--- src/rtl/compare_sequencer.sv ---
// compare_sequencer
//
// Purpose:
//   Compares two W-bit operands (W = 4*NIBBLES) one nibble at a time on an
//   external shared 4-bit comparator. It starts at the most significant
//   nibble and stops at the first nibble that differs. The result reports
//   the magnitude relation and the number of nibbles examined. The result
//   also flags an error if the comparator returns an illegal flag pattern.
//
// Ports:
//   clk_i          sole clock, rising edge
//   rst_i          synchronous active-high reset
//   req_valid_i    operand pair offered
//   req_ready_o    block can accept an operand pair (IDLE only)
//   op_a_i/op_b_i  operands, sampled on acceptance
//   cmp_a_o/cmp_b_o  nibble pair driven to the shared comparator (0 when idle)
//   cmp_gt_i/cmp_lt_i/cmp_eq_i  comparator flags for the current nibble pair
//   res_valid_o    result available
//   res_ready_i    consumer accepts result
//   res_gt_o/res_lt_o/res_eq_o  final relation of A vs B
//   res_err_o      comparator returned an illegal flag combination
//   res_cycles_o   number of nibbles examined (1..NIBBLES)

module compare_sequencer #(
    parameter int NIBBLES = 4
) (
    input  logic                   clk_i,
    input  logic                   rst_i,
    input  logic                   req_valid_i,
    output logic                   req_ready_o,
    input  logic [4*NIBBLES-1:0]   op_a_i,
    input  logic [4*NIBBLES-1:0]   op_b_i,
    output logic [3:0]             cmp_a_o,
    output logic [3:0]             cmp_b_o,
    input  logic                   cmp_gt_i,
    input  logic                   cmp_lt_i,
    input  logic                   cmp_eq_i,
    output logic                   res_valid_o,
    input  logic                   res_ready_i,
    output logic                   res_gt_o,
    output logic                   res_lt_o,
    output logic                   res_eq_o,
    output logic                   res_err_o,
    output logic [2:0]             res_cycles_o
);

    localparam int         W        = 4 * NIBBLES;
    localparam logic [2:0] LAST_IDX = 3'(NIBBLES - 1);

    typedef enum logic [1:0] {
        IDLE,
        COMPARE,
        DONE
    } state_e;

    state_e         state_q, state_d;
    logic [W-1:0]   a_q, a_d;
    logic [W-1:0]   b_q, b_d;
    logic [2:0]     idx_q, idx_d;
    logic [2:0]     cnt_q, cnt_d;
    // Result flags packed as {gt, lt, eq, err}
    logic [3:0]     res_q, res_d;
    logic [3:0]     nibA, nibB;

    // Selected nibble of each registered operand, chosen by the current index
    always_comb begin
        nibA = 4'h0;
        nibB = 4'h0;
        for (int i = 0; i < NIBBLES; i++) begin
            if (idx_q == 3'(i)) begin
                nibA = a_q[4*i +: 4];
                nibB = b_q[4*i +: 4];
            end
        end
    end

    always_ff @(posedge clk_i) begin
        if (rst_i) begin
            state_q <= IDLE;
            a_q     <= '0;
            b_q     <= '0;
            idx_q   <= '0;
            cnt_q   <= '0;
            res_q   <= '0;
        end else begin
            state_q <= state_d;
            a_q     <= a_d;
            b_q     <= b_d;
            idx_q   <= idx_d;
            cnt_q   <= cnt_d;
            res_q   <= res_d;
        end
    end

    always_comb begin
        state_d     = state_q;
        a_d         = a_q;
        b_d         = b_q;
        idx_d       = idx_q;
        cnt_d       = cnt_q;
        res_d       = res_q;
        req_ready_o = 1'b0;
        res_valid_o = 1'b0;
        cmp_a_o     = 4'h0;
        cmp_b_o     = 4'h0;

        case (state_q)
            IDLE: begin
                req_ready_o = 1'b1;
                if (req_valid_i) begin
                    a_d     = op_a_i;
                    b_d     = op_b_i;
                    idx_d   = LAST_IDX;
                    cnt_d   = 3'd0;
                    res_d   = 4'b0000;
                    state_d = COMPARE;
                end
            end

            COMPARE: begin
                cmp_a_o = nibA;
                cmp_b_o = nibB;
                cnt_d   = cnt_q + 3'd1;
                // Exactly one flag must be set; anything else is a comparator fault
                case ({cmp_gt_i, cmp_lt_i, cmp_eq_i})
                    3'b100: begin
                        res_d   = 4'b1000;
                        state_d = DONE;
                    end
                    3'b010: begin
                        res_d   = 4'b0100;
                        state_d = DONE;
                    end
                    3'b001: begin
                        if (idx_q == 3'd0) begin
                            res_d   = 4'b0010;
                            state_d = DONE;
                        end else begin
                            idx_d = idx_q - 3'd1;
                        end
                    end
                    default: begin
                        res_d   = 4'b0001;
                        state_d = DONE;
                    end
                endcase
            end

            DONE: begin
                res_valid_o = 1'b1;
                if (res_ready_i) begin
                    res_d   = 4'b0000;
                    cnt_d   = 3'd0;
                    state_d = IDLE;
                end
            end

            default: begin
                state_d = IDLE;
            end
        endcase
    end

    // Result fields are gated so they read as zero whenever no result is offered
    assign res_gt_o     = res_valid_o & res_q[3];
    assign res_lt_o     = res_valid_o & res_q[2];
    assign res_eq_o     = res_valid_o & res_q[1];
    assign res_err_o    = res_valid_o & res_q[0];
    assign res_cycles_o = res_valid_o ? cnt_q : 3'd0;

endmodule

--- config.mk ---
export PLATFORM = sky130hd
export DESIGN_NAME = compare_sequencer
export DESIGN_NICKNAME = d
export VERILOG_FILES = /design/src/rtl/compare_sequencer.sv
export SDC_FILE = /design/constraint.sdc
export NUM_CORES = 1
export LEC_CHECK = 0
export ABC_AREA = 1
export CORE_AREA = 4 4 76 78
export CTS_CLUSTER_SIZE = 30
export DETAILED_ROUTE_END_ITERATION = 12
export DIE_AREA = 0 0 80 82
export GPL_ROUTABILITY_DRIVEN = 0
export PLACE_DENSITY = 0.74
export SYNTH_ARGS = -nofsm -noshare
export SYNTH_HDL_FRONTEND = slang
export SYNTH_SLANG_ARGS = --single-unit
--- constraint.sdc ---
create_clock -name clk_i -period 1.8 [get_ports clk_i]
set_clock_uncertainty 0.15 [all_clocks]
set_input_delay 0.36 -clock clk_i [delete_from_list [all_inputs] [get_ports clk_i]]
set_output_delay 0.36 -clock clk_i [all_outputs]
set_load 0.02 [all_outputs]
After elaboration in Yosys (flattened, before gate mapping)
Cells that the tools add are included.

word-level totals
  word-level logic and storage cells = 64
  flip-flop bits (word level) = 44
  input port bits = 39
  output and inout port bits = 17

operators by class
  bitwise operators = 4
  equal/unequal tests = 13
  muxes and demuxes = 30
  reductions and logical operators = 9
  add/subtract/negate cells = 2

operator list
  cell                                              number
  two-way mux 4 bit                                 13
  one-hot mux 4 bit (3 select lines)                2
  two-way mux 3 bit                                 6
  == test 3 x 2 -> 1 bit, second input constant     3
  one-hot mux 3 bit (3 select lines)                1
  two-way mux 2 bit                                 4
  inequality test 2 bit, second input constant      4
  AND reduction 4 bit                               2
  == test 3 x 1 -> 1 bit, second input constant     2
  one-hot mux 2 bit (3 select lines)                1
  one-hot mux 3 bit (2 select lines)                1
  AND reduction 3 bit                               2
  AND 1 bit                                         4
  adder 3 x 1 -> 3 bit, second input constant       1
  == test 3 bit, second input constant              1
  logical NOT 3 bit                                 1
  inequality test 3 bit, second input constant      1
  nonzero test 3 bit                                1
  subtractor 3 x 1 -> 3 bit, second input constant  1
  == test 2 x 1 -> 1 bit, second input constant     1
  == test 2 bit, second input constant              1
  logical NOT 2 bit                                 1
  two-way mux 1 bit                                 2
  AND reduction 2 bit                               1
  nonzero test 2 bit                                1

Depth between registers and ports, before layout
Gate-level depths: netlist of run 1.

  depth in word-level cells = 6
  mapped depth = 10
  mapped depth without buffers = 10

Worst setup path after synthesis of run 1
OpenSTA, ideal clock, no wires.

  path type = register to output
  start = reg idx_q[1]
  end = out cmp_a_o[0]
  buffers on the path = 0
  required time = 1290 ps
  arrival = 1465 ps
  cell stages (with the launch flop) = 9
  slack = -175 ps
  path through = dfxtp_1 inv_1 ha_1 inv_2 nor2_1 nand2_1 nand3_1 nand2_1 a21oi_1

between the ends
  longest elaborated chain between the ends = 6
  elaborated cells between the ends (all ways) = 9
  classes of those cells = eq/ne: 3; mux: 5; reduce/logical: 1

ends and longest elaborated chain
  what                            line  source
  start, declared                 59    logic [2:0] idx_q, idx_d;
  start signal, assigned          89    idx_q <= idx_d;
  logical NOT 3 bit               70    if (idx_q == 3'(i)) begin
  two-way mux 4 bit (3 in a row)  70
  two-way mux 4 bit (*)           70
  two-way mux 4 bit (*)           107   case (state_q)
  end, declared                   33    output logic [3:0] cmp_a_o,

Every way passes the cells marked *; elsewhere a longest branch is shown, timed or not.

Worst setup path in the final report of run 1
  start = reg idx_q[1]
  end = out cmp_a_o[2]

Same word-level chain as after synthesis.

==> impl_metrics.py, run 1 <==
metrics = {
    "critical_path": {
        "cpMostUsedCell": "buf_6",
        "ff2ff_path_depth": 12,
        "crit_path_cell_trace": "inv_6, ha_4, inv_2, nor2_2, buf_6, nand2_1, nand3_1, nand2_2, a21oi_4, buf_6",
        "path_max_fanout": 8,
        "worstPathArrival_ns": 1.68,
        "critPathKind": "flop to primary output",
        "timing.critical_path.to_type": "primary output",
        "cpLargestDelayFamily": "buffers and inverters",
        "cp_slowest_stage_delay_ns": 0.38,
        "crit_buf_inv": 4,
        "slowest_stage": "dfxtp_4",
        "worstPathRequired_ns": 1.29,
        "reg2reg_setup_slack_ns": 0.14,
        "startpoint_type": "flop",
        "path_depth": 10,
    },
    "cells_and_area": {
        "antenna_cells": 0,
        "area_growth_pct": 52.9,
        "drive_gt1_frac": 0.269,
        "fin_nets": 460,
        "fill_cells": 452,
        "final_util": 0.662,
    },
    "drt": {
        "wl_per_cell_um": 12.5,
        "drc_errors": 0,
        "route.met2.wl_um": 3130,
        "via_count": 2359,
        "viasPerCell": 4.85,
        "wirelength_um": 6060,
        "drt-met1-wl_um": 2550,
        "drt_iter0_drc": 132,
        "wl_met3_um": 278,
        "postRouteAntennaNets": 0,
        "routed.top_layer": "met4",
        "firstDrtPassIters": 4,
    },
    "clock_network": {
        "cts_tree": "built",
        "clockBufferDepth": 2,
        "clock-root-buffer": "clkbuf_8",
        "numClockSinks": 44,
        "clkLatencyLatePin_ns": 0.30,
        "h-tree-depth": 2,
        "cts_made_buffers": 5,
        "clk_pin_slew_ns": 0.09,
    },
    "timing": {
        "hold_violations": 0,
        "fmax_mhz": 457,
        "min_period_ns": 2.19,
        "rsz0062_at_grt": "yes",
        "fin_ws_ns": -0.387,
        "final_max_slew_viol_count": 0,
        "setup_viol": 8,
        "relSlewSlack": 0.781,
        "fin_crit_sh": 1.21,
        "tightest_slew_ns": 0.328,
    },
    "logic_synthesis": {
        "synth_top_area_share": 0.401,
        "yosysTopAreaCell": "dfxtp_1",
        "ys_top_cells_by_count": "nor2_1, nand2_1, dfxtp_1, o21ai_0, inv_1",
        "ys.warnings.count": 0,
        "synth_cell_types": 19,
        "syn_avg_cell_area_sq_um": 6.58,
        "synth_nets": 379,
        "ys.flop_type": "dfxtp_1",
        "synth.most_common_cell": "nor2_1",
        "syn_inst": 334,
        "seq_area_frac_synth": 0.401,
        "async_reset_ff_frac": 0,
        "ys_ff_latch": 44,
        "synthTopCellsByArea": "dfxtp_1, nor2_1, nand2_1",
        "synth-edff-count": 0,
        "synth.cell_area_sq_um": 2200,
    },
    "die": {
        "coreArea_sq_um": 5070,
        "die_w_um": 80,
        "pin_count": 56,
        "fp.dieArea_sq_um": 6560,
        "die_y_um": 82,
        "start_util": 0.433,
        "rows": 26,
    },
    "grt": {
        "grt_max_degree": 40,
        "grt_pass1_wl_um": 9760,
        "gr-usage-all-layers": 0.189,
        "antenna_found_initial": 0,
        "grt-ovfl-total": 0,
        "grt_pass1_vias": 2356,
    },
    "power_and_ir_drop": {
        "power.density_nw_per_um2": 753,
        "vdd_drop_max_v": 0.000352,
        "totalPowerFinal_uw": 2530,
        "p_leak_uw": 0.00149,
    },
    "placement": {
        "io_buffers": 55,
        "post-dp-hpwl_um": 4040,
        "place_ws_ns": -0.589,
    },
    "status": {
        "status": "complete, but fails checks",
        "violations": "negative setup slack",
    },
    "flow_run": {
        "maxCapViolCount": 0,
    },
    "worst_hold_path": {
        "min_path_type": "flop to flop",
        "hold-path-cell-count": 2,
    },
}
==> timing repair <==
item                                    4_1_cts  5_1_grt
resized for setup                            98       33
buffers inserted                              1        3
cloned                                        1        1
endpoints found under the setup margin       17       15
hold buffers                                  0        0
pin swaps                                     5        9
==> cells by family after synthesis <==
logic type	share of synthesized area
buffers and inverters	0.0922
DFF	0.401
AOI/OAI and AO/OA	0.130
adders and majority gates	0.0341
and+or+nand+nor	0.343
==> stage by stage <==
stage,std cells,hold WS (ns),cell area [sq um],TNS (ns)
floorplan,334,0.279,2290,-0.0223
global placement,472,0.315,3070,-4.30
detailed placement,472,0.328,3070,-4.87
CTS,482,0.340,3270,-2.91
global route,486,0.364,3360,-3.58
finish,486,0.335,3360,-2.82
==> tightest hold or removal path, delay by kind of cell (launching register included) <==
| kind | cells | cell delay [ns] |
|---|---|---|
| flops | 1 | 0.33 |
| simple gates | 1 | 0.06 |
| compound gates | 1 | 0.05 |
==> flip-flops by register name (all words and copies together), names as in the netlist <==
register,count
idx_q,3
a_q,16
res_q,4
state_q,2
cnt_q,3
b_q,16
==> layer usage <==
layer  global-route usage  up-vias
met5                    0        -
met4               0.0659        0
met3               0.0417       10
met2                0.362       66
met1                0.202     1072
li1                     -     1211
==> final cells by class <==
class | count | area (sq um) | area share
multi-input cells | 243 | 1330 | 0.396
clock buffers | 5 | 68.8 | 0.0205
repair buffers | 85 | 798 | 0.237
flip-flops and latches | 44 | 888 | 0.264
inverters | 36 | 145 | 0.0432
well taps | 70 | 87.6 | 0.0261
clock inverters | 3 | 42.5 | 0.0127
==> worst paths after layout <==
path         startpoint         end
max            idx_q[1]  cmp_a_o[2]
min            cnt_q[2]    cnt_q[2]
max reg2reg    idx_q[1]    res_q[0]
min reg2reg    cnt_q[2]    cnt_q[2]
==> report_power, final <==
group / switching (uW) / leakage (uW) / internal, uW / total [uW]
clock: 356 / 0.0000541 / 411 / 767
combinational: 353 / 0.00108 / 306 / 659
sequential: 50.5 / 0.000365 / 1060 / 1110
==> cells in the final DEF (no fill, tap or decap), drive strengths merged, types with 2 or more instances in the layout <==
| cell | synthesis | layout |
|---|---|---|
| a21oi | 14 | 14 |
| buf | 8 | 45 |
| clkbuf | 4 | 5 |
| clkdlybuf4s15 | 0 | 2 |
| clkdlybuf4s50 | 0 | 38 |
| dfxtp | 44 | 44 |
| ha | 6 | 6 |
| inv | 36 | 36 |
| nand2 | 56 | 57 |
| nand3 | 24 | 24 |
| nor2 | 97 | 97 |
| o21ai | 43 | 43 |
Note: power is estimated with default switching activity, not from simulation.
==> inputs of run 2 (changes only) <==
- CELL_PAD_IN_SITES_DETAIL_PLACEMENT: not set -> 0
- CELL_PAD_IN_SITES_GLOBAL_PLACEMENT: not set -> 1
- CORE_AREA: 4 4 76 78 -> 4 4 91 93
- DIE_AREA: 0 0 80 82 -> 0 0 95 97
- PLACE_DENSITY: 0.74 -> not set
- PLACE_DENSITY_LB_ADDON: not set -> 0.1
==> impl_metrics.py, run 2 (synthesis results as in run 1) <==
metrics = {
    "status": {
        "status": "complete, but fails checks",
        "violations": "negative setup slack",
    },
    "grt": {
        "grt_pass1_wl_um": 11100,
        "antenna_found_initial": 0,
        "grt-ovfl-total": 0,
        "grt_max_degree": 40,
        "grt_pass1_vias": 2369,
        "gr-usage-all-layers": 0.150,
    },
    "timing": {
        "rsz0062_at_grt": "yes",
        "setup_tns_ns": -2.60,
        "setup_viol": 8,
        "final_max_slew_viol_count": 0,
        "fin_worst_hold_slack_ns": 0.337,
        "fin_crit_sh": 1.19,
        "relSlewSlack": 0.820,
        "fin_ws_ns": -0.337,
        "min_period_ns": 2.14,
        "hold_violations": 0,
        "fmax_mhz": 468,
        "tightest_slew_ns": 0.269,
    },
    "critical_path": {
        "critPathKind": "flop to primary output",
        "worstPathArrival_ns": 1.63,
        "rr_startpoint": "idx_q[0]",
        "endpoint": "cmp_b_o[1]",
        "startpoint": "idx_q[0]",
        "startpoint_type": "flop",
        "path_max_fanout": 4,
        "cpMostUsedCell": "buf_6",
        "timing.critical_path.to_type": "primary output",
        "slowest_stage": "dfxtp_4",
        "ff2ff_path_depth": 12,
        "worstPathRequired_ns": 1.29,
        "reg2reg_setup_slack_ns": 0.13,
        "cp_slowest_stage_delay_ns": 0.38,
        "rr_endpoint": "res_q[0]",
        "crit_path_cell_trace": "inv_6, ha_4, inv_2, nor2_4, buf_6, nand3_1, nand3_2, nand2_2, a21oi_4, buf_6",
    },
    "cells_and_area": {
        "final_cell_mix": "nor2_1, dfxtp_1, nand2_1, clkdlybuf4s50_1, buf_4",
        "final_common_cell": "nor2_1",
        "area_growth_pct": 58.2,
        "fin_nets": 471,
        "reg_top3": "a_q: 16 flops, b_q: 16 flops, res_q: 4 flops",
        "final_area_sq_um": 3480,
        "antenna_cells": 0,
        "drive_gt1_frac": 0.284,
        "fill_cells": 809,
    },
    "drt": {
        "wirelength_um": 6510,
        "drc_errors": 0,
        "postRouteAntennaNets": 0,
        "viasPerCell": 4.34,
        "via_count": 2289,
        "drt_iter0_drc": 129,
        "wl_per_cell_um": 12.3,
        "firstDrtPassIters": 4,
    },
    "die": {
        "fp.dieArea_sq_um": 9220,
        "coreArea_sq_um": 7530,
        "die_w_um": 95,
        "start_util": 0.292,
        "rows": 32,
        "die_y_um": 97,
        "pin_count": 56,
    },
    "clock_network": {
        "clock-root-buffer": "clkbuf_8",
        "cts_made_buffers": 5,
        "cts_tree": "built",
        "clockBufferDepth": 2,
        "h-tree-depth": 2,
        "clk_pin_slew_ns": 0.08,
        "numClockSinks": 44,
        "clkLatencyLatePin_ns": 0.30,
    },
    "worst_hold_path": {
        "min_path_type": "flop to flop",
    },
    "flow_run": {
        "maxCapViolCount": 0,
    },
    "placement": {
        "place_area_sq_um": 3190,
        "io_buffers": 55,
        "post-dp-hpwl_um": 4700,
        "place_ws_ns": -0.615,
    },
    "power_and_ir_drop": {
        "vdd_drop_max_v": 0.000386,
        "power.density_nw_per_um2": 691,
        "p_leak_uw": 0.00155,
        "totalPowerFinal_uw": 2400,
    },
}
[run 2: changes by cell type in the layout (fill, tap and decap cells not counted), moves of 2 or more]
cell     before  now
o21ai_0      36   33
buf_6        14   12
inv_4         2    0
nand3_1      14   12
buf_4        22   34
o21ai_1       7   10
nand3_2      10   12
[run 2: area by class of cell]
cell class	instances	area [sq um]	share of cell area
clock inverter	1	5.00	0.00144
clock buffer	6	72.6	0.0209
inverter	36	145	0.0417
timing repair buffer	96	886	0.255
tap	102	128	0.0367
multi-input combinational	243	1350	0.389
sequential	44	888	0.255
[run 2: worst max-delay path: cells and delay by family, from the launching register on]
kind	cells	cell delay, ns
adders and majority gates	1	0.14
and+or+nand+nor	4	0.32
DFF	1	0.38
AOI/OAI and AO/OA	1	0.12
buffers and inverters	4	0.37
[run 2: repair_timing]
action	CTS	global route
setup buffers	2	5
pin swaps	7	8
gates resized for setup	110	23
setup endpoints to repair	17	17
hold buffers	0	0
gates cloned	0	1
[run 2: power by group]
part	internal [uW]	switching, uW	leakage [uW]
clock network	265	331	0.0000410
logic	339	362	0.00114
registers	1060	50.5	0.000365
total	1660	744	0.00155
[run 2: layer usage]
metal  GRT usage  routed length [um]  vias to the layer above
met5           0                   0                        -
met4      0.0411                 123                        0
met3      0.0280                 263                       12
met2       0.261                3170                       38
met1       0.187                2960                     1010
li1            -                   -                     1229
[run 2: per-stage QoR]
step | utilization | std cells
final | 0.462 | 528
after floorplan | - | 334
after global routing | 0.462 | 528
after detailed placement | 0.424 | 513
after CTS | 0.455 | 522
after global placement | 0.424 | 513
[run 2: worst min path at each step]
stage / from / end / slack [ns] / cells past startpoint
floorplan: rst_i / cnt_q[1] / 0.28 / 1
global placement: res_q[3] / res_q[3] / 0.32 / 2
detailed placement: res_q[1] / res_q[1] / 0.32 / 2
CTS: res_q[1] / res_q[1] / 0.34 / 2
global route: res_q[3] / res_q[3] / 0.36 / 2
finish: res_q[1] / res_q[1] / 0.34 / 2
